## config.mk

```make
export PLATFORM = sky130hd
export DESIGN_NAME = mult_share_arbiter
export DESIGN_NICKNAME = d
export VERILOG_FILES = /design/src/rtl/rgbw_pkg.sv /design/src/rtl/mult_share_arbiter_rr_pick4.sv /design/src/rtl/mult_share_arbiter.sv
export SDC_FILE = /design/constraint.sdc
export NUM_CORES = 1
export LEC_CHECK = 0
export BUFFER_PORTS_ARGS = -buffer_cell sky130_fd_sc_hd__buf_2
export CAP_MARGIN = 15
export CORE_AREA = 2 2 116 62
export CTS_CLUSTER_DIAMETER = 30
export DETAILED_ROUTE_END_ITERATION = 10
export DIE_AREA = 0 0 118 64
export GPL_TIMING_DRIVEN = 0
export PLACE_DENSITY = 0.86
export SLEW_MARGIN = 20
export SYNTH_ARGS = -nofsm -noshare
export SYNTH_HDL_FRONTEND = slang
export SYNTH_SLANG_ARGS = --single-unit
```

## constraint.sdc

```tcl
create_clock -name clk -period 5.05 [get_ports clk]
set_clock_uncertainty 0.15 [all_clocks]
set_input_delay 1.01 -clock clk [delete_from_list [all_inputs] [get_ports clk]]
set_output_delay 1.01 -clock clk [all_outputs]
set_load 0.02 [all_outputs]
```

## src/rtl/rgbw_pkg.sv

```systemverilog
`timescale 1ns/1ps
`default_nettype none
// +----------------------------------------------------------------------+
// | rgbw_pkg: shared types and constants for the multiplier-share arbiter |
// | Revision: 1.0                                                         |
// +----------------------------------------------------------------------+
package rgbw_pkg;

  localparam int N_REQ = 4;
  localparam int OP_W  = 8;
  localparam int RES_W = 16;

  typedef enum logic [1:0] {
    ST_IDLE = 2'd0,
    ST_LOAD = 2'd1,
    ST_WAIT = 2'd2,
    ST_DONE = 2'd3
  } state_t;

  function automatic logic [1:0] onehot_to_idx(input logic [N_REQ-1:0] oh);
    logic [1:0] idx;
    idx = 2'd0;
    for (int i = 0; i < N_REQ; i++) begin
      if (oh[i]) idx = idx | 2'(i);
    end
    return idx;
  endfunction

endpackage
`default_nettype wire

```

## src/rtl/mult_share_arbiter_rr_pick4.sv

```systemverilog
`timescale 1ns/1ps
`default_nettype none
// +----------------------------------------------------------------------+
// | rr_pick4: combinational round-robin pick, priority starts at ptr      |
// | Revision: 1.0                                                         |
// +----------------------------------------------------------------------+
module rr_pick4
  import rgbw_pkg::*;
(
  input  logic [N_REQ-1:0] req,
  input  logic [1:0]       ptr,
  output logic [N_REQ-1:0] pick
);

  logic [1:0] w_idx;
  logic       w_found;

  // Walk from ptr upward with natural 2-bit wrap; first set bit wins.
  always_comb begin
    pick    = '0;
    w_found = 1'b0;
    w_idx   = ptr;
    for (int k = 0; k < N_REQ; k++) begin
      w_idx = ptr + 2'(k);
      if (!w_found && req[w_idx]) begin
        pick[w_idx] = 1'b1;
        w_found     = 1'b1;
      end
    end
  end

endmodule
`default_nettype wire

```

## src/rtl/mult_share_arbiter.sv

```systemverilog
`timescale 1ns/1ps
`default_nettype none
// +----------------------------------------------------------------------+
// | mult_share_arbiter: round-robin sharing of one 8x8 multiplier among   |
// | four requesters, with a WAIT-state timeout.                           |
// | Revision: 1.0                                                         |
// +----------------------------------------------------------------------+
module mult_share_arbiter
  import rgbw_pkg::*;
#(
  parameter int N_REQ   = 4,
  parameter int TIMEOUT = 32
) (
  input  logic                  clk,
  input  logic                  rst_n,
  input  logic [N_REQ-1:0]      req,
  input  logic [N_REQ*OP_W-1:0] op_a,
  input  logic [N_REQ*OP_W-1:0] op_b,
  output logic [N_REQ-1:0]      gnt,
  output logic [N_REQ-1:0]      done,
  output logic [N_REQ-1:0]      err,
  output logic [RES_W-1:0]      res,
  output logic                  busy,
  output logic                  m_ld,
  output logic [OP_W-1:0]       m_a,
  output logic [OP_W-1:0]       m_b,
  input  logic                  m_rdy,
  input  logic [RES_W-1:0]      m_res
);

  localparam int c_cnt_w = $clog2(TIMEOUT + 1);
  localparam logic [c_cnt_w-1:0] c_cnt_last = c_cnt_w'(TIMEOUT - 1);

  state_t             r_state, w_state_nxt;
  logic [1:0]         r_ptr, w_ptr_nxt;
  logic [c_cnt_w-1:0] r_cnt, w_cnt_nxt;
  logic [N_REQ-1:0]   r_gnt, w_gnt_nxt;
  logic [N_REQ-1:0]   r_done, w_done_nxt;
  logic [N_REQ-1:0]   r_err, w_err_nxt;
  logic [RES_W-1:0]   r_res, w_res_nxt;
  logic               r_m_ld, w_m_ld_nxt;
  logic [OP_W-1:0]    r_m_a, w_m_a_nxt;
  logic [OP_W-1:0]    r_m_b, w_m_b_nxt;
  logic [N_REQ-1:0]   w_pick;

  rr_pick4 u_pick (
    .req  (req),
    .ptr  (r_ptr),
    .pick (w_pick)
  );

  always_comb begin
    w_state_nxt = r_state;
    w_ptr_nxt   = r_ptr;
    w_cnt_nxt   = r_cnt;
    w_gnt_nxt   = r_gnt;
    w_done_nxt  = '0;
    w_err_nxt   = '0;
    w_res_nxt   = r_res;
    w_m_ld_nxt  = 1'b0;
    w_m_a_nxt   = r_m_a;
    w_m_b_nxt   = r_m_b;
    case (r_state)
      ST_IDLE: begin
        if (|req) begin
          w_state_nxt = ST_LOAD;
          w_gnt_nxt   = w_pick;
          w_m_ld_nxt  = 1'b1;
          for (int i = 0; i < N_REQ; i++) begin
            if (w_pick[i]) begin
              w_m_a_nxt = op_a[i*OP_W +: OP_W];
              w_m_b_nxt = op_b[i*OP_W +: OP_W];
            end
          end
        end
      end
      ST_LOAD: begin
        w_state_nxt = ST_WAIT;
        w_cnt_nxt   = '0;
      end
      ST_WAIT: begin
        // Completion wins over a timeout expiring in the same cycle.
        if (m_rdy) begin
          w_state_nxt = ST_DONE;
          w_res_nxt   = m_res;
          w_done_nxt  = r_gnt;
        end else if (r_cnt == c_cnt_last) begin
          w_state_nxt = ST_IDLE;
          w_err_nxt   = r_gnt;
          w_gnt_nxt   = '0;
        end else begin
          w_cnt_nxt = r_cnt + 1'b1;
        end
      end
      ST_DONE: begin
        w_state_nxt = ST_IDLE;
        w_gnt_nxt   = '0;
        w_ptr_nxt   = onehot_to_idx(r_gnt) + 2'd1;
      end
      default: w_state_nxt = ST_IDLE;
    endcase
  end

  always_ff @(posedge clk or negedge rst_n) begin
    if (!rst_n) begin
      r_state <= ST_IDLE;
      r_ptr   <= '0;
      r_cnt   <= '0;
      r_gnt   <= '0;
      r_done  <= '0;
      r_err   <= '0;
      r_res   <= '0;
      r_m_ld  <= 1'b0;
      r_m_a   <= '0;
      r_m_b   <= '0;
    end else begin
      r_state <= w_state_nxt;
      r_ptr   <= w_ptr_nxt;
      r_cnt   <= w_cnt_nxt;
      r_gnt   <= w_gnt_nxt;
      r_done  <= w_done_nxt;
      r_err   <= w_err_nxt;
      r_res   <= w_res_nxt;
      r_m_ld  <= w_m_ld_nxt;
      r_m_a   <= w_m_a_nxt;
      r_m_b   <= w_m_b_nxt;
    end
  end

  assign gnt  = r_gnt;
  assign done = r_done;
  assign err  = r_err;
  assign res  = r_res;
  assign busy = (r_state != ST_IDLE);
  assign m_ld = r_m_ld;
  assign m_a  = r_m_a;
  assign m_b  = r_m_b;

endmodule
`default_nettype wire

```

-- Word level (Yosys, flattened, before mapping)
Cells that the tools add are included.
- register bits after elaboration: 55
- word-level logic and storage cells: 109
- input bits: 87
- $lt $le $gt $ge: 8
- $add $sub $neg: 5
- bitwise logic cells: 3
- reduce and logical (&&, ||, !) cells: 21
- muxes and demuxes: 53
- equality and inequality tests: 9
- operator list (kind ; count):
    two-way mux 8 bit ; 8
    two-way mux 4 bit ; 12
    two-way mux 1 bit ; 14
    less-than comparator 2 x 3 -> 1 bit (second input constant) ; 4
    two-way mux 2 bit ; 6
    two-way mux 6 bit ; 2
    OR 4 bit ; 3
    case mux 4 bit (3 select lines) ; 1
    case mux 6 bit (2 select lines) ; 1
    binary-select mux 1 bit (select 2 bit) ; 4
    demux 1 bit (select 2 bit) ; 4
    >= comparator 2 x 1 -> 1 bit (second input constant) ; 4
    inequality test 2 bit (second input constant) ; 4
    case mux 2 bit (4 select lines) ; 1
    logical AND 1 bit ; 7
    adder 6 x 1 -> 6 bit (second input constant) ; 1
    equality test 6 x 5 -> 1 bit (second input constant) ; 1
    AND reduction 3 bit ; 2
    adder 2 x 1 -> 2 bit (second input constant) ; 2
    adder 2 bit (second input constant) ; 2
    equality test 2 bit (second input constant) ; 2
    AND reduction 2 bit ; 2
    AND reduction 4 bit ; 1
    nonzero test 2 bit ; 2
    7 further kinds ; 9

-- Logic depth before layout (Yosys ltp)
Gate-level depths: netlist of run 1.
- depth after elaboration: 16
- gate-level depth with buffers: 11

-- By module
Synthesis of run 1 repeated with hierarchy kept, for this count alone.
- cells, all modules: 296
- area, all modules: 3213.1 um^2
- by module, submodules not included (module ; area an instance (um^2) ; cells an instance ; sequential area each (um^2) ; times used):
    mult_share_arbiter ; 2875.3 ; 260 ; 1376.3 ; 1
    rr_pick4 ; 337.8 ; 36 ; 0.0 ; 1

-- Worst setup path after synthesis of run 1
No wires, ideal clock.
- path kind: in2reg
- start point: input req[2]
- end point: register r_m_a[0] (netlist: m_a[0])
- buffers on the path: 2
- stages on the path: 8
- data arrival time: 3005 ps
- library setup time: 126 ps
- setup slack: 1769 ps
- required time: 4774 ps
- cell sequence: mux4_2 -> or3b_1 -> a22o_1 -> a21boi_4 -> and3_1 -> buf_4 -> buf_6 -> o32a_1
- longest elaborated chain between the ends: 15
- RTL lines (item ; RTL line ; text):
    start, declared ; mult_share_arbiter.sv:16 ; input logic [N_REQ-1:0] req,
    binary-select mux 1 bit (select 2 bit) ; mult_share_arbiter_rr_pick4.sv:25 ; if (!w_found && req[w_idx]) begin
    two-way mux 1 bit (implied by the code) ; mult_share_arbiter_rr_pick4.sv:25 ;
    two-way mux 1 bit ; mult_share_arbiter_rr_pick4.sv:25 ;
    zero test 1 bit ; mult_share_arbiter_rr_pick4.sv:25 ;
    logical AND 1 bit ; mult_share_arbiter_rr_pick4.sv:25 ;
    two-way mux 1 bit ; mult_share_arbiter_rr_pick4.sv:25 ;
    zero test 1 bit ; mult_share_arbiter_rr_pick4.sv:25 ;
    logical AND 1 bit ; mult_share_arbiter_rr_pick4.sv:25 ;
    two-way mux 1 bit ; mult_share_arbiter_rr_pick4.sv:25 ;
    zero test 1 bit ; mult_share_arbiter_rr_pick4.sv:25 ;
    logical AND 1 bit ; mult_share_arbiter_rr_pick4.sv:25 ;
    two-way mux 4 bit ; mult_share_arbiter_rr_pick4.sv:25 ;
    two-way mux 8 bit (3 in series) ; mult_share_arbiter.sv:70 ; if (w_pick[i]) begin
    end signal, assigned ; mult_share_arbiter.sv:125 ; r_m_a <= w_m_a_nxt;
    end, declared ; mult_share_arbiter.sv:42 ; logic [OP_W-1:0] r_m_a, w_m_a_nxt;
Several ways; a longest one is shown, not always the timed one. The select of a mux whose other input is x is not followed.
A chain may end at the register's enable or synchronous reset.

-- Final worst setup path of run 1
- start point: register r_ptr[0]
- end point: register r_m_a[0] (netlist: m_a[0])
- longest elaborated chain between the ends: 15
- RTL lines (item ; RTL line ; text):
    start, declared ; mult_share_arbiter.sv:35 ; logic [1:0] r_ptr, w_ptr_nxt;
    start signal, assigned ; mult_share_arbiter.sv:118 ; r_ptr <= w_ptr_nxt;
    parallel branches: the longest is 11 deep, another holds less-than comparator 2 x 3 -> 1 bit ; - ;
    two-way mux 4 bit (*) ; mult_share_arbiter_rr_pick4.sv:25 ;
    two-way mux 8 bit (3 in series) ; mult_share_arbiter.sv:70 ;
Every way passes the cells marked *. The select of a mux whose other input is x is not followed.

==> out/summary.log, run 1 <==
INFO  timing         rsz_0062_raised_after_global_routing=false
INFO  global_route   grt.overflow.total=0
INFO  worst_setup_path worstSetupStartpointType=flip-flop
INFO  yosys          synthCells=306
INFO  routing        drt_iter0_markers=177
INFO  place          place.port_buffers=132
INFO  clock_tree     clk_pin_slew_worst_paths=80ps
INFO  timing         fin_setup_tns=0ps
INFO  outcome        run_status=finished clean
INFO  final_layout   layout.nets=543
INFO  yosys          yosys_register_bits=55
INFO  worst_setup_path path_max_fanout=10
INFO  worst_setup_path critPathTopFamily=compound AO/OA/AOI/OAI gates
INFO  routing        post_drt_wl_per_cell=17.5microns
INFO  die            dieArea=7550squm
INFO  yosys          yosysWarningCount=0
INFO  place          placed_area=4130squm
INFO  clock_tree     ctsHoldBuffers=0
INFO  worst_hold_path hold_path.class=flip-flop to flip-flop
INFO  place          gp_routability_congestion=0.934
INFO  final_layout   n_antenna_cell=0
INFO  timing         final.period_utilization=71.7%
INFO  place          pre_cts_slack=1390ps
INFO  clock_tree     clock_sinks=55
INFO  yosys          postSynthNetCount=404
INFO  die            die_width=118microns
INFO  routing        drtAntennaViolNets=0
INFO  timing         max_freq=0.276GHz
INFO  worst_setup_path worst-r2r-setup-slack=1430ps
INFO  yosys          asr_flop_ratio_synth=100%
INFO  clock_tree     cts_tree=built
INFO  timing         drv_slew=0
INFO  worst_setup_path critical_path_buf_inv_count=3
INFO  timing         finalCriticalPeriod=3620ps
INFO  die            top_level_ports=133
INFO  global_route   grt_first_pass_wirelength=14800microns
INFO  global_route   antenna_found_initial=0
INFO  die            floorplan.rows=21
INFO  clock_tree     cts_made_buffers=5
INFO  timing         max-slew-margin-rel=41.6%
INFO  timing         worst_slew_pin_slew=854ps
INFO  power          power-per-cell-area=698nW/um^2
INFO  yosys          avgSynthCellArea=10.9squm
INFO  routing        first_pass_iters=5
INFO  yosys          count_of_flip_flops_with_a_built_in_enable_after_synthesis=0
INFO  global_route   first_global_vias=3017
INFO  routing        routed_wl=9420microns
INFO  yosys          synth_cell_types=52
INFO  worst_setup_path peak_per_stage_delay_on_the_critical_path=620ps
INFO  clock_tree     cts_post_setup_buffers_inserted=0
INFO  timing         finalWorstSetupSlack=1430ps
INFO  global_route   grt_start_max_net_pins=56
INFO  routing        routed-via-count=3124
INFO  timing         whs=345ps
INFO  yosys          synth_ff_type=dfrtp_1
INFO  worst_setup_path crit_path_top_delay_cell=mux4_2
INFO  yosys          synth-seq-area-share=41.1%
INFO  routing        drc_errors=0
INFO  worst_setup_path path_class=flip-flop to flip-flop
INFO  die            die_h=64microns
INFO  timing         timing.final.setup_violations=0
INFO  final_layout   syn2layout_area_growth=29.1%
INFO  yosys          syn-cell-area=3350squm
INFO  routing        avgViaCountPerCell=5.81
INFO  global_route   grt.total_usage=24.9%
INFO  clock_tree     clock_tree.buffer_depth=2
INFO  timing         report.final.hold_viol_count=0
INFO  clock_tree     cts_max_level=2
INFO  power          leakagePower=2.22nW
INFO  die            design.core.area=6490squm
INFO  clock_tree     clock_latency=300ps
INFO  clock_tree     post_cts_resized=0
INFO  worst_setup_path timing.critical_path.to_type=flip-flop
INFO  worst_setup_path worstPathArrival=3660ps
INFO  place          dp.final_hpwl=7150microns
INFO  job            maxCapViolations=0
INFO  final_layout   drive_above_1_share=40.6%
INFO  clock_tree     cts.root.buffer_cell=clkbuf_16
INFO  final_layout   nFillCells=542
INFO  final_layout   stdcell_area=4320squm
INFO  worst_setup_path worstPathCellList=buf_6 -> inv_1 -> ha_1 -> mux4_2 -> a21o_1 -> o21a_1 -> nor4_1 -> a31oi_2 -> buf_4 -> o32a_1
INFO  power          peakVddDrop=0.000280V
INFO  worst_setup_path timing.critical_path.required=5080ps
INFO  die            initial_cell_density_of_the_core=51.6%
metrics by stage:
stage	instances	total power, mW	util (%)
floorplan	306	2.03	-
global placement	530	2.47	63.6
detailed placement	530	2.53	63.6
CTS	538	3.00	66.6
global route	538	3.20	66.6
finish	538	3.02	66.6
flip-flops by register name, indices dropped and copies added, names as in the netlist:
register and cells:
gnt 4, r_ptr 2, m_b 8, m_a 8
done 4, err 4, m_ld 1, r_cnt 6
res 16, r_state 2
worst reg2reg max path, cell delays in order (launching register included):
cell and delay, ps:
dfrtp_1 440, buf_6 160, inv_1 90, ha_1 360, mux4_2 620, a21o_1 240, o21a_1 210, nor4_1 490
a31oi_2 280, buf_4 260, o32a_1 200
synthesized netlist by cell type, types with 2 or more instances:
cell	number	area share, %
dfrtp_1	55	41
and3_1	22	4.1
a21boi_0	17	3.8
a21o_1	17	3.8
mux2_2	17	5.7
o21bai_1	16	3.6
o32a_1	16	4.8
o311a_1	15	4.5
nand2_1	14	1.6
ha_1	11	4.1
inv_1	11	1.2
nor2_1	11	1.2
clkbuf_1	7	0.78
o21ai_0	7	1.0
a21oi_1	5	0.75
buf_2	5	0.75
buf_6	5	1.7
and2_1	4	0.75
a31oi_1	3	0.56
nand2b_1	3	0.56
nor3b_1	3	0.67
or3b_1	3	0.78
xnor2_1	3	0.78
a21boi_4	2	1.1
a22o_1	2	0.52
and3b_1	2	0.52
buf_4	2	0.45
mux4_2	2	1.3
nand3_1	2	0.30
nor4_1	2	0.37
report_power, final:
| group | total, mW | switching, mW | internal [mW] |
|---|---|---|---|
| sequential | 0.743 | 0.120 | 0.623 |
| combinational | 1.82 | 1.03 | 0.787 |
| clock | 0.457 | 0.169 | 0.288 |
layer usage:
metal / vias up / track usage [%] / part of all wire (%)
li1: 1440 / - / -
met1: 1513 / 35.8 / 47
met2: 159 / 36.6 / 43
met3: 12 / 7.59 / 9.8
met4: 0 / 6.63 / 0.79
met5: - / 0 / 0
final timing paths:
kind                                      startpoint                     end  depth (start not counted)
worst max-delay path            r_ptr[0]$_DFFE_PN0P_      m_a[0]$_DFFE_PN0P_                         10
worst min-delay path              m_a[7]$_DFFE_PN0P_      m_a[7]$_DFFE_PN0P_                          1
worst max register to register  r_ptr[0]$_DFFE_PN0P_      m_a[0]$_DFFE_PN0P_                         10
worst min register to register    m_a[7]$_DFFE_PN0P_      m_a[7]$_DFFE_PN0P_                          1
max in group asynchronous                      rst_n  r_state[1]$_DFFE_PN0P_                          1
min in group asynchronous                      rst_n      m_a[4]$_DFFE_PN0P_                          1
cell type report:
type                       count  area (sq um)  share of cell area (%)
multi-input combinational    219          1790                    41.3
buffer                        21           146                    3.39
tap                           92           115                    2.66
inverter                      11          41.3                   0.955
clock inverter                 3          71.3                    1.65
sequential                    55          1380                    31.8
clock buffer                   5           125                    2.89
timing repair buffer         132           663                    15.3
placed cells by master, fill, tap and decap left out, types with 2 or more instances in the layout:
master	count
a21boi_0	17
a21boi_4	2
a21o_1	17
a21oi_1	5
a22o_1	2
a31oi_1	3
and2_1	4
and3_1	22
and3b_1	2
buf_2	136
buf_4	3
buf_6	5
bufinv_16	2
clkbuf_1	7
clkbuf_16	5
dfrtp_1	55
ha_1	11
inv_1	11
mux2_2	17
mux4_2	2
nand2_1	14
nand2b_1	3
nand3_1	2
nor2_1	11
nor3b_1	3
nor4_1	2
o21ai_0	7
o21bai_1	16
o311a_1	15
o32a_1	16
or3b_1	3
xnor2_1	3
logic make-up after synthesis:
kind of cell    count (synthesis)  share of synthesized area, %
compound gates                115                          28.9
xor+xnor                        4                          1.05
fa+ha+maj                      11                          4.11
buf+inv                        32                          5.60
flops                          55                          41.1
mux                            20                          7.84
simple gates                   69                          11.4
Power figures use the tool's default switching activity.
==> inputs of run 2 (changes only) <==
CORE_AREA = 2 2 120 64   (was 2 2 116 62)
DIE_AREA = 0 0 122 66   (was 0 0 118 64)
PLACE_DENSITY = 0.81   (was 0.86)
clock period = 3.6 ns   (was 5.05 ns; I/O delays follow)
==> run 2 against run 1 <==
Net effect: clock power grew 41%; fmax grew 3.5%; clock-buffer cell count is the same; sequential cell count is the same; hold slack lost 36 ps; die area grew 6.6%; sequential power grew 40%; critical path depth is the same; utilization shrank 4.4 points; final cell count grew 1.3%; largest cell class unchanged.
==> out/summary.log, run 2 (synthesis gave the netlist of run 1 again) <==
INFO  power          power-per-cell-area=989nW/um^2
INFO  power          power.share.sequential=24.0%
INFO  die            die_width=122microns
INFO  final_layout   final_common_cell=buf_2
INFO  final_layout   n_antenna_cell=0
INFO  clock_tree     clock_tree.buffer_depth=2
INFO  routing        avgViaCountPerCell=5.79
INFO  global_route   antenna_found_initial=0
INFO  power          clock_power_share=14.9%
INFO  clock_tree     ctsHoldBuffers=0
INFO  routing        routed_wl=9580microns
INFO  job            maxCapViolations=0
INFO  global_route   grt.total_usage=24.3%
INFO  clock_tree     cts_max_level=2
INFO  power          peakVddDrop=0.000374V
INFO  final_layout   largest_reg_flops=16
INFO  timing         finalWorstSetupSlack=100ps
INFO  global_route   grt_start_max_net_pins=56
INFO  global_route   grt_first_pass_wirelength=15000microns
INFO  worst_setup_path timing.critical_path.required=3640ps
INFO  die            design.core.area=7020squm
INFO  clock_tree     cts.root.buffer_cell=clkbuf_16
INFO  routing        post_drt_wl_per_cell=17.6microns
INFO  final_layout   drive_above_1_share=41.4%
INFO  final_layout   layout.nets=546
INFO  routing        first_pass_iters=5
INFO  worst_setup_path worstSetupStartpointType=flip-flop
INFO  final_layout   syn2layout_area_growth=30.4%
INFO  worst_setup_path worstPathArrival=3540ps
INFO  worst_setup_path path_max_fanout=10
INFO  timing         max-slew-margin-rel=42.6%
INFO  timing         worst_slew_pin_slew=852ps
INFO  die            top_level_ports=133
INFO  power          total_switching_power=1.89mW
INFO  power          p_int=2.43mW
INFO  clock_tree     clock_latency=300ps
INFO  timing         drv_slew=0
INFO  worst_hold_path hold_path.class=input port to asynchronous set/reset pin
INFO  power          leakagePower=2.24nW
INFO  routing        drc_errors=0
INFO  clock_tree     cts_made_buffers=5
INFO  timing         report.final.hold_viol_count=0
INFO  routing        met2_length=3920microns
INFO  die            initial_cell_density_of_the_core=47.7%
INFO  routing        wl_met1=4780microns
INFO  clock_tree     cts_tree=built
INFO  power          switching_share=43.8%
INFO  die            dieArea=8050squm
INFO  place          place.port_buffers=132
INFO  routing        highest_layer=met4
INFO  place          dp.final_hpwl=7140microns
INFO  place          gp_routability_congestion=0.913
INFO  routing        routed-via-count=3156
INFO  outcome        run_status=finished clean
INFO  worst_setup_path timing.critical_path.to_type=flip-flop
INFO  routing        drt_iter0_markers=199
INFO  timing         finalCriticalPeriod=3500ps
INFO  routing        drtAntennaViolNets=0
INFO  die            floorplan.rows=22
INFO  die            die_h=66microns
INFO  power          share_comb_of_total_power=61.1%
INFO  timing         final.period_utilization=97.2%
INFO  clock_tree     clk_pin_slew_worst_paths=70ps
INFO  place          pre_cts_slack=85.5ps
INFO  global_route   grt.overflow.total=0
INFO  final_layout   stdcell_area=4370squm
INFO  clock_tree     clock_sinks=55
INFO  worst_setup_path path_class=flip-flop to flip-flop
INFO  global_route   first_global_vias=2961
INFO  timing         max_freq=0.286GHz
INFO  routing        met3RoutedLength=805microns
INFO  timing         timing.final.setup_violations=0
INFO  final_layout   layout.cells.most_common_list=buf_2, dfrtp_1, and3_1
INFO  place          placed_area=4130squm
[run 2: critical path: stages (launching register included)]
cell and delay, ps:
dfrtp_1 440, buf_6 160, inv_1 110, ha_4 300, mux4_2 600, or3b_1 380
a22o_1 230, a21boi_4 180, clkbuf_1 270, o311a_1 220, o32a_1 340
[run 2: timing repair]
action | CTS | global route
resized for setup | 0 | 2
endpoints found under the setup margin | 0 | 11
buffers inserted | 0 | 3
[run 2: layout make-up]
class / count / area [sq um]
plain buffers: 21 / 146
inverters: 11 / 41.3
clock inverters: 3 / 71.3
repair buffers: 135 / 686
multi-input cells: 219 / 1800
fillers: 617 / 2650
flip-flops and latches: 55 / 1380
well taps: 96 / 120
clock buffers: 5 / 125
[run 2: through the flow]
| step | utilization [%] | power [mW] | TNS (ps) | instances | hold WS, ps |
|---|---|---|---|---|---|
| global route | 62.2 | 4.59 | -123 | 545 | 365 |
| detailed placement | 58.9 | 3.55 | 0 | 534 | 333 |
| global placement | 58.8 | 3.49 | 0 | 534 | 327 |
| CTS | 61.7 | 4.23 | 0 | 542 | 343 |
| floorplan | - | 2.84 | 0 | 306 | 274 |
| finish | 62.2 | 4.32 | 0 | 545 | 309 |
[run 2: power by group through the flow]
stage / combinational [mW] / clock (mW) / sequential [mW]
5_1_grt: 2.84 / 0.686 / 1.07
3_5_place_dp: 2.51 / 0 / 1.04
6_report: 2.64 / 0.645 / 1.04
2_1_floorplan: 1.55 / 0 / 1.29
3_3_place_gp: 2.46 / 0 / 1.03
4_1_cts: 2.53 / 0.655 / 1.04
[run 2: worst paths after layout]
| path | startpoint | end | slack, ps | cells past startpoint |
|---|---|---|---|---|
| min in group clk | m_a[7]$_DFFE_PN0P_ | m_a[7]$_DFFE_PN0P_ | 350 | 1 |
| worst min-delay path | rst_n | m_ld$_DFF_PN0_ | 310 | 1 |
| max in group asynchronous | rst_n | done[2]$_DFF_PN0_ | 2530 | 1 |
| worst max-delay path | r_ptr[0]$_DFFE_PN0P_ | m_a[0]$_DFFE_PN0P_ | 100 | 10 |
| worst max register to register | r_ptr[0]$_DFFE_PN0P_ | m_a[0]$_DFFE_PN0P_ | 100 | 10 |
| worst min register to register | m_a[7]$_DFFE_PN0P_ | m_a[7]$_DFFE_PN0P_ | 350 | 1 |
[run 2: per-layer routing]
metal,vias up,track usage (%)
li1,1447,-
met1,1556,38.6
met2,140,32.9
met3,13,5.26
met4,0,5.60
met5,-,0
